`config.mk`:
```
export PLATFORM = sky130hd
export DESIGN_NAME = gerador_pc
export DESIGN_NICKNAME = d
export VERILOG_FILES = /design/src/rtl/pc_pkg.sv /design/src/rtl/extensor_sinal_shift.sv /design/src/rtl/gerador_pc.sv
export SDC_FILE = /design/constraint.sdc
export NUM_CORES = 1
export LEC_CHECK = 0
export CAP_MARGIN = 5
export CORE_MARGIN = 2
export CORE_UTILIZATION = 31
export CTS_CLUSTER_DIAMETER = 80
export DETAILED_ROUTE_END_ITERATION = 10
export GPL_TIMING_DRIVEN = 1
export PLACE_DENSITY = 0.57
export SLEW_MARGIN = 20
export SYNTH_ARGS = -nofsm -noshare
export SYNTH_HDL_FRONTEND = slang
export SYNTH_SLANG_ARGS = --single-unit
```
`constraint.sdc`:
```
create_clock -name clk -period 4.7 [get_ports clk]
set_input_delay 1.175 -clock clk [delete_from_list [all_inputs] [get_ports clk]]
set_output_delay 1.175 -clock clk [all_outputs]
set_load 0.03 [all_outputs]
```
`src/rtl/pc_pkg.sv`:
```
// Shared definitions for the program-counter / fetch sequencer:
// FSM state encoding, PC step and jump-field width, plus small
// address helpers used by the next-PC selection.
package pc_pkg;

    typedef enum logic [1:0] {
        OCIOSO  = 2'd0,
        BUSCA   = 2'd1,
        RESOLVE = 2'd2,
        ERRO    = 2'd3
    } estado_t;

    localparam logic [31:0] INCREMENTO_PC = 32'd4;
    localparam int          LARGURA_SALTO = 26;

    // Jump target: keep the region bits of PC+4, drop in the word index.
    function automatic logic [31:0] alvo_salto(
        input logic [31:0]              pc_seq,
        input logic [LARGURA_SALTO-1:0] indice
    );
        return {pc_seq[31:28], indice, 2'b00};
    endfunction

    // A fetch address must be word aligned.
    function automatic logic desalinhado(input logic [31:0] endereco);
        return (endereco[1:0] != 2'b00);
    endfunction

endpackage

```
`src/rtl/extensor_sinal_shift.sv`:
```
// Sign-extends the instruction immediate and scales it to a byte
// offset (shift left by 2). Purely combinational; the caller registers it.
module extensor_sinal_shift
    import pc_pkg::*;
#(
    parameter int LARGURA_IMEDIATO = 16
) (
    input  logic [LARGURA_IMEDIATO-1:0] imediato,
    output logic [31:0]                 sinal_shift
);

    assign sinal_shift = {{(30-LARGURA_IMEDIATO){imediato[LARGURA_IMEDIATO-1]}},
                          imediato, 2'b00};

endmodule

```
`src/rtl/gerador_pc.sv`:
```
// Program counter and fetch sequencer. Issues a valid/ready fetch for
// pc_atual, captures the scaled immediate for the external branch adder,
// resolves jump/branch/sequential next PC and counts retired instructions.
// All outputs come straight from registers.
module gerador_pc
    import pc_pkg::*;
#(
    parameter logic [31:0] RESET_PC         = 32'h0000_0000,
    parameter int          LARGURA_IMEDIATO = 16
) (
    input  logic                        clk,
    input  logic                        reset,
    input  logic [LARGURA_IMEDIATO-1:0] imediato,
    input  logic                        busca_pronta,
    output logic                        busca_valida,
    output logic [31:0]                 pc_atual,
    output logic [31:0]                 pc,
    output logic [31:0]                 sinal_shift,
    input  logic [31:0]                 saida_mux,
    input  logic                        desvio,
    input  logic                        salto,
    input  logic [LARGURA_SALTO-1:0]    endereco_salto,
    input  logic                        parada,
    output logic                        erro_alinhamento,
    output logic [31:0]                 contador_instrucoes
);

    estado_t     estado_r;
    estado_t     estado_prox_s;

    logic [31:0] pc_atual_r;
    logic [31:0] pc_r;
    logic [31:0] sinal_shift_r;
    logic        busca_valida_r;
    logic        erro_r;
    logic [31:0] contador_r;

    logic [31:0] pc_atual_prox_s;
    logic [31:0] pc_prox_s;
    logic [31:0] sinal_shift_prox_s;
    logic        busca_valida_prox_s;
    logic        erro_prox_s;
    logic [31:0] contador_prox_s;

    logic [31:0] sinal_shift_ext_s;
    logic [31:0] pc_destino_s;
    logic        aceita_s;
    logic        desvio_ruim_s;

    extensor_sinal_shift #(
        .LARGURA_IMEDIATO(LARGURA_IMEDIATO)
    ) u_extensor (
        .imediato    (imediato),
        .sinal_shift (sinal_shift_ext_s)
    );

    // Fetch accept, next-PC selection (jump > branch > sequential) and misaligned-branch detection.
    always_comb begin
        aceita_s      = (estado_r == BUSCA) && busca_pronta && !parada;
        desvio_ruim_s = desvio && !salto && desalinhado(saida_mux);
        if (salto) begin
            pc_destino_s = alvo_salto(pc_r, endereco_salto);
        end else if (desvio) begin
            pc_destino_s = saida_mux;
        end else begin
            pc_destino_s = pc_r;
        end
    end

    // FSM state register.
    always_ff @(posedge clk) begin
        if (reset) begin
            estado_r <= OCIOSO;
        end else begin
            estado_r <= estado_prox_s;
        end
    end

    // FSM next-state logic.
    always_comb begin
        estado_prox_s = estado_r;
        case (estado_r)
            OCIOSO: begin
                estado_prox_s = BUSCA;
            end
            BUSCA: begin
                if (aceita_s) begin
                    estado_prox_s = RESOLVE;
                end else begin
                    estado_prox_s = BUSCA;
                end
            end
            RESOLVE: begin
                if (parada) begin
                    estado_prox_s = RESOLVE;
                end else if (desvio_ruim_s) begin
                    estado_prox_s = ERRO;
                end else begin
                    estado_prox_s = BUSCA;
                end
            end
            ERRO: begin
                estado_prox_s = ERRO;
            end
            default: begin
                estado_prox_s = OCIOSO;
            end
        endcase
    end

    // FSM output logic: next values for every registered output.
    always_comb begin
        pc_atual_prox_s     = pc_atual_r;
        pc_prox_s           = pc_r;
        sinal_shift_prox_s  = sinal_shift_r;
        erro_prox_s         = erro_r;
        contador_prox_s     = contador_r;
        busca_valida_prox_s = (estado_prox_s == BUSCA);
        case (estado_r)
            BUSCA: begin
                if (aceita_s) begin
                    sinal_shift_prox_s = sinal_shift_ext_s;
                end else begin
                    sinal_shift_prox_s = sinal_shift_r;
                end
            end
            RESOLVE: begin
                if (parada) begin
                    pc_atual_prox_s = pc_atual_r;
                end else if (desvio_ruim_s) begin
                    erro_prox_s = 1'b1;
                end else begin
                    pc_atual_prox_s = pc_destino_s;
                    pc_prox_s       = pc_destino_s + INCREMENTO_PC;
                    contador_prox_s = contador_r + 32'd1;
                end
            end
            OCIOSO: begin
                pc_atual_prox_s = pc_atual_r;
            end
            ERRO: begin
                pc_atual_prox_s = pc_atual_r;
            end
            default: begin
                pc_atual_prox_s = pc_atual_r;
            end
        endcase
    end

    // Datapath and output registers.
    always_ff @(posedge clk) begin
        if (reset) begin
            pc_atual_r     <= RESET_PC;
            pc_r           <= RESET_PC + INCREMENTO_PC;
            sinal_shift_r  <= 32'd0;
            busca_valida_r <= 1'b0;
            erro_r         <= 1'b0;
            contador_r     <= 32'd0;
        end else begin
            pc_atual_r     <= pc_atual_prox_s;
            pc_r           <= pc_prox_s;
            sinal_shift_r  <= sinal_shift_prox_s;
            busca_valida_r <= busca_valida_prox_s;
            erro_r         <= erro_prox_s;
            contador_r     <= contador_prox_s;
        end
    end

    assign busca_valida        = busca_valida_r;
    assign pc_atual            = pc_atual_r;
    assign pc                  = pc_r;
    assign sinal_shift         = sinal_shift_r;
    assign erro_alinhamento    = erro_r;
    assign contador_instrucoes = contador_r;

endmodule

```
**Word-level counts from Yosys, hierarchy flattened**

Index checks and enable logic that the tools add are counted.
Widths: inputs -> output; s select.

- Muxes and demuxes: 6
- Div/mod/pow operators: 0
- $add $sub $neg: 2
- $mul: 0
- Reductions and logical operators: 11
- Shift operators: 0
- Bitwise operators: 2
- Equality and inequality tests: 4
- Order comparisons: 0

Operators by type and width:

| operator | count |
|---|---|
| $mux 32 | 2 |
| $add 32x1->32 const B | 1 |
| $add 32x3->32 const B | 1 |
| $pmux 2 s4 | 1 |
| $mux 2 | 3 |
| $reduce_and 3->1 | 2 |
| $eq 2x1->1 const B | 2 |
| $eq 2x2->1 const B | 2 |
| $logic_and 1x1->1 | 4 |
| $logic_not 1->1 | 2 |
| $logic_not 2->1 | 1 |
| $not 1->1 | 2 |
| $reduce_and 2->1 | 1 |
| $reduce_bool 2->1 | 1 |

- Input bits: 80
- Bits in read-only memories: 0
- Flip-flop bits (word level): 116
- Output and inout bits: 130
- Memories kept: 0
- Memory bits (writable): 0
- Latch bits: 0

**Depth between registers and ports, before layout**

- Depth in word-level cells: 7
- Gate-level depth with buffers: 13
- Gate-level depth less buffers: 10

**By module**

Synthesis repeated with hierarchy kept, for this count alone.

- Cell total of the unflattened synthesis: 783
- Area total of the unflattened synthesis: 6462.4 um2

Modules (own cells, without submodules):

| module | sequential area each (um2) | cells an instance | instances | area each (um2) |
|---|---|---|---|---|
| gerador_pc | 2602.5 | 750 | 1 | 6218.5 |
| extensor_sinal_shift | 0.0 | 33 | 1 | 244.0 |

**Worst setup path before layout**

OpenSTA, ideal clock, no wires.

- Path kind: input port to flip-flop
- Start point: input desvio
- End point: register pc_r[24], in the netlist pc[24]
- Buffers on the path: 3
- Required time: 4614 ps
- Data arrival time: 3402 ps
- Stages on the path: 11
- Slack: 1212 ps
- Path through: buf_6 buf_12 buf_8 mux2i_1 o21ai_0 ha_1 nand4b_1 nor4_2 nand4b_1 xor2_1 a211oi_1

RTL lines:

| element | line | text |
|---|---|---|
| start: declaration | gerador_pc.sv:20 | `input logic desvio,` |
| $mux 32 | gerador_pc.sv:63 | `end else if (desvio) begin` |
| $mux 32 | gerador_pc.sv:61 | `if (salto) begin` |
| via pc_destino_s[3] | gerador_pc.sv:46 | `logic [31:0] pc_destino_s;` |
| $add 32x3->32 | gerador_pc.sv:134 | `pc_prox_s = pc_destino_s + INCREMENTO_PC;` |
| end signal: assignment | gerador_pc.sv:154 | `pc_r <= RESET_PC + INCREMENTO_PC;` |
| end signal: assignment | gerador_pc.sv:161 | `pc_r <= pc_prox_s;` |
| end: declaration | gerador_pc.sv:32 | `logic [31:0] pc_r;` |

The timed path passes the listed nets, and every way through them passes these cells.
A chain may end at the register's enable or synchronous reset.

**Worst setup path in the final report**

- Start point: input desvio
- End point: register pc_r[26], in the netlist pc[26]

The elaborated chain is that of the path after synthesis.

==> flow_summary_export.csv <==
group,metric,value,unit
hold_path,hp-start,"sinal_shift[5]$_SDFFE_PP0P_",
clock_tree,clk_pin_slew_worst_paths,60,ps
timing,fmax,278,MHz
logic_synthesis,synth-seq-area-share,0.402,
logic_synthesis,yosysMostFrequentCell,"nand2_1",
clock_tree,cts_tree,"built",
setup_path,criticalPathCategory,"input pin to register",
setup_path,slowest_delay,570,ps
clock_tree,cts_hold_buf,0,
clock_tree,clock_path_buffers,2,
detailed_routing,vias,5382,
hold_path,hold_path_end,"sinal_shift[5]$_SDFFE_PP0P_",
timing,period_minus_slack,3600,ps
detailed_routing,routed_via_density,4.80,
setup_path,cp.arrival,3920,ps
power,irDropWorstVdd,253,µV
detailed_routing,routed_wl,16.9,mm
global_route,met1_usage,0.241,
setup_path,endpoint_kind,"register",
detailed_routing,drt_first_pass_iters,5,
logic_synthesis,ys_ff_latch,114,
clock_tree,clock_latency,410,ps
timing,hold_violations,0,
setup_path,reg2reg_depth,9,
layout,syn2layout_area_growth,46.7,%
timing,skew,7.99,ps
timing,setup_viol,0,
logic_synthesis,synth_top_area_share,0.402,
global_route,overflow,0,
layout,diodes,0,
setup_path,path_max_fanout,20,
floorplan,die_w,139,µm
job,maxCapViolations,0,
logic_synthesis,async_flop_share,0,
setup_path,crit_family,"simple AND/OR/NAND/NOR gates",
clock_tree,root_buffer,"clkbuf_16",
floorplan,coreArea,18000,µm²
global_route,met3_usage,0.0403,
clock_tree,cts_max_level,4,
timing,whs,451,ps
floorplan,die_height,139,µm
global_route,grt-busiest-layer,"met2",
timing,tns,0,ps
detailed_routing,drc,0,
clock_tree,cts_buffers,17,
global_route,grt_max_degree,54,
placed_design,hpwl,12.0,mm
logic_synthesis,synth_top_cell_by_area,"dfxtp_1",
timing,maxSlewViolCount,0,
detailed_routing,wl_per_cell,15.1,µm
floorplan,initial_core_util,0.316,
setup_path,cp-start-kind,"input pin",
setup_path,slowest_stage,"nor4_2",
floorplan,floorplan.io_pins,210,
power,power_density,308,nW/µm²
floorplan,dieArea,19400,µm²
hold_path,worstHoldPathType,"register to register",
setup_path,cp_num_buf_inv,2,
power,leakage,2.84,nW
logic_synthesis,yosys_warnings,0,
timing,relSlewSlack,0.510,
global_route,grtUsageMet2,0.266,
clock_tree,clock_sinks,114,
global_route,grt_pass1_vias,5055,
global_route,grt_pass1_wl,27.6,mm
logic_synthesis,syn_inst,708,
clock_tree,cts_resized,0,
setup_path,regToRegStartpoint,"pc[3]$_SDFFE_PP0P_",
setup_path,cp_data_required_time,5020,ps
placed_design,numPortBuffers,207,
logic_synthesis,syn-mean-instance-area,8.02,µm²
setup_path,rrSetupSlack,2030,ps
detailed_routing,ant_nets,0,
timing,rsz0062_at_grt,"false",
global_route,grt_usage,0.175,
logic_synthesis,synth.area.top_cells,"dfxtp_1, nand2_1, a21oi_1, mux2i_1, xnor2_1",
layout,layout.nets,962,
timing,period_share,0.766,
power,power.total,2.57,mW
global_route,antenna_found_initial,0,
setup_path,timing.rr.end,"pc[26]$_SDFFE_PP0P_",
logic_synthesis,syn_area,5680,µm²
outcome,status,"finished, final reports clean",
layout,final_area,8330,µm²
logic_synthesis,ys_types,57,
logic_synthesis,synth_edf_count,0,
timing,worst_slew_pin_slew,733,ps
placed_design,place_congestion,0.784,
placed_design,dpl_cell_area,7750,µm²
hold_path,whs_path_depth,2,
logic_synthesis,ys.flop_type,"dfxtp_1",
layout,drive_above_1_share,0.0661,
setup_path,path_cells,"buf_2, mux2i_1, o21ai_0, ha_1, nand4b_1, buf_4, nor4_2, nand3_1, xor2_1, a211oi_1",
floorplan,row_count,49,
logic_synthesis,synth_commonest_cells,"nand2_1, dfxtp_1, a21oi_1",
clock_tree,postCtsSetupBuffers,0,
detailed_routing,drtIter0Drc,264,
==> cell usage in the layout (no fill, tap or decap), types with 3 or more instances in the layout <==
cell / n
nand3_1: 17
nand4_1: 10
and2_1: 7
a21oi_1: 71
inv_1: 13
and4_1: 5
mux2i_1: 30
o21a_1: 3
a311oi_1: 3
clkdlybuf4s50_1: 204
xor2_1: 18
xnor2_1: 27
nand4b_1: 3
nor2_1: 62
o21ai_1: 9
nor3_1: 11
nand2_1: 136
clkbuf_16: 17
or3_1: 10
a21o_1: 3
clkinv_2: 7
buf_4: 7
a211oi_1: 13
bufinv_16: 3
mux2_2: 3
dfxtp_1: 114
nor4_1: 3
and3_1: 4
o21ai_0: 35
==> stage by stage <==
stage | std cells | setup WS [ps] | utilization
floorplan | 709 | 1210 | -
global placement | 1090 | 729 | 0.431
detailed placement | 1090 | 709 | 0.431
CTS | 1121 | 1070 | 0.464
global route | 1121 | 732 | 0.464
finish | 1121 | 1100 | 0.464
==> cell families after synthesis <==
| family | after synthesis | share of synthesized area |
|---|---|---|
| flip-flops | 114 | 0.402 |
| AO/OA/AOI/OAI | 150 | 0.149 |
| AND/OR/NAND/NOR | 287 | 0.241 |
| XOR/XNOR | 45 | 0.0694 |
| buffers and inverters | 75 | 0.0725 |
| other | 1 | 0.000661 |
| multiplexers | 34 | 0.0613 |
| adder cells (fa/ha/maj) | 2 | 0.00441 |
==> worst min-delay path, stage by stage, from the launching register on <==
cell and delay (ps):
dfxtp_1 300, nand2_1 50, a21oi_1 50
==> where the power goes <==
group          internal [mW]  total [mW]  switching (mW)
Combinational          0.132       0.286           0.154
Sequential             0.982       0.994          0.0116
Clock                  0.836        1.29           0.453
Total                   1.95        2.57           0.619
==> layout make-up <==
type                    count  area [µm²]
clock buffers              19         443
flip-flops and latches    114        2280
well taps                 229         287
fillers                  1774        9630
inverters                  13        48.8
multi-input cells         520        3010
clock inverters            12         140
repair buffers            214        2120
==> flip-flops by register name, summed over array words and instances, names as in the netlist <==
signal               count
erro_alinhamento         1
contador_instrucoes     32
pc                      30
estado_r                 2
sinal_shift             16
pc_atual                32
busca_valida             1
==> metal layers <==
| metal | routed length [µm] | vias up |
|---|---|---|
| met5 | 0 | - |
| met4 | 460 | 0 |
| met3 | 959 | 26 |
| met2 | 7380 | 172 |
| met1 | 8120 | 2434 |
| li1 | - | 2750 |
==> worst max-delay path by stage <==
stage,from,to,slack (ps),cells after the start
after detailed placement,desvio,pc[26]$_SDFFE_PP0P_,710,10
after floorplan,desvio,pc[24]$_SDFFE_PP0P_,1210,11
final,desvio,pc[26]$_SDFFE_PP0P_,1100,10
after global placement,desvio,pc[24]$_SDFFE_PP0P_,730,10
after CTS,desvio,pc[26]$_SDFFE_PP0P_,1070,10
after global routing,desvio,pc[24]$_SDFFE_PP0P_,730,10
Power figures use the tool's default switching activity.
==> RTL change, RTL diff (same flow settings) <==
Make the reset (`reset`) asynchronous in 2 clocked blocks.
--- a/src/rtl/gerador_pc.sv
+++ b/src/rtl/gerador_pc.sv
@@ -68,7 +68,7 @@
     end
 
     // FSM state register.
-    always_ff @(posedge clk) begin
+    always_ff @(posedge clk or posedge reset) begin
         if (reset) begin
             estado_r <= OCIOSO;
         end else begin
@@ -148,7 +148,7 @@
     end
 
     // Datapath and output registers.
-    always_ff @(posedge clk) begin
+    always_ff @(posedge clk or posedge reset) begin
         if (reset) begin
             pc_atual_r     <= RESET_PC;
             pc_r           <= RESET_PC + INCREMENTO_PC;
Formal check against the unedited RTL: differs if reset is asserted again (counterexample within 4 cycles, from zero or initial values and one cycle with reset high); with reset held inactive, the same outputs for 4 cycles.
==> RTL change against the unedited design <==
- wire length down 3.8%
- highest routed layer unchanged
- setup slack got worse by 180 ps
- sequential cell count stayed put
- area after synthesis rose by 1.7%
- register-to-register slack worse by 200 ps
- cell area up 2.2%
- synthesized cell count fell by 22%
Power is not compared: it rests on default switching activity, and its combinational part moved more than twofold at a synthesized area within 25%.
==> RTL change: results <==
[global_route]
grt_max_degree = 82
grt_usage_pct = 16.8
use_met3_pct = 5.88
globalRouteMet1Util_pct = 21.0
use_met2_pct = 27.4

[setup_path]
cp.arrival_ps = 4120
slowest_stage = "or3_4"
crit_path_max_fanout = 26

[place]
pre_cts_ws_ps = 499
placedCellCount = 956
postPlaceCellArea_um2 = 7960
routabilityCongestion = 0.810

[routing]
met2_length_um = 7570
wl_met3_um = 1290
routed_wl_um = 16300
firstDrtPassIters = 4
drtIter0Drc = 148
wl_met1_um = 7200
viasPerCell = 4.84

[layout]
clkbuf_count = 23
nFillCells = 1639
num-multi-input-gates = 390
nonClkBufAreaFrac_pct = 25.3
nNonClkInverters = 6
clockNetworkAreaShare_pct = 6.50
multi_input_area_um2 = 2640
drive_gt1_share_pct = 10.6
final_area_um2 = 8510
num-nonclk-buffers = 217

[logic_synthesis]
synth_seq_area_share_pct = 49.4
synth_xor_area_share_pct = 8.35
synthMuxAreaShare_pct = 12.4
synth_compound_area_share_pct = 7.76
synthTopCellsByArea = "dfrtp_1 (49%), xnor2_1 (5.3%), nand2_1 (5.1%), mux2_2 (4.7%), mux2i_1 (4.3%)"
synth-adder-area-share_pct = 0.434

[run_status]
status = "finished, final reports clean"

[timing]
maxSlewHeadroom_pct = 47.2
skew_ps = 7.98

[clock_network]
cts_buffers = 17
RTL change: power breakdown:
group / internal (W) / total (W) / switching, W / leakage [nW]
registers: 0.00130 / 0.00154 / 0.000242 / 1.48
logic: 0.000917 / 0.00215 / 0.00124 / 1.90
clock network: 0.000782 / 0.00122 / 0.000434 / 0.280
RTL change: worst paths after layout:
check | depth (start not counted) | end | start | slack [ps]
worst max-delay path | 7 | pc[29]$_DFFE_PP0P_ | salto | 930
worst min-delay path | 1 | erro_alinhamento$_DFFE_PP0P_ | erro_alinhamento$_DFFE_PP0P_ | 470
worst max register to register | 11 | pc[28]$_DFFE_PP0P_ | pc[2]$_DFFE_PP1P_ | 1830
worst min register to register | 1 | erro_alinhamento$_DFFE_PP0P_ | erro_alinhamento$_DFFE_PP0P_ | 470
max in group asynchronous | 3 | pc[2]$_DFFE_PP1P_ | reset | 2590
min in group asynchronous | 2 | contador_instrucoes[29]$_DFFE_PP0P_ | reset | 1260
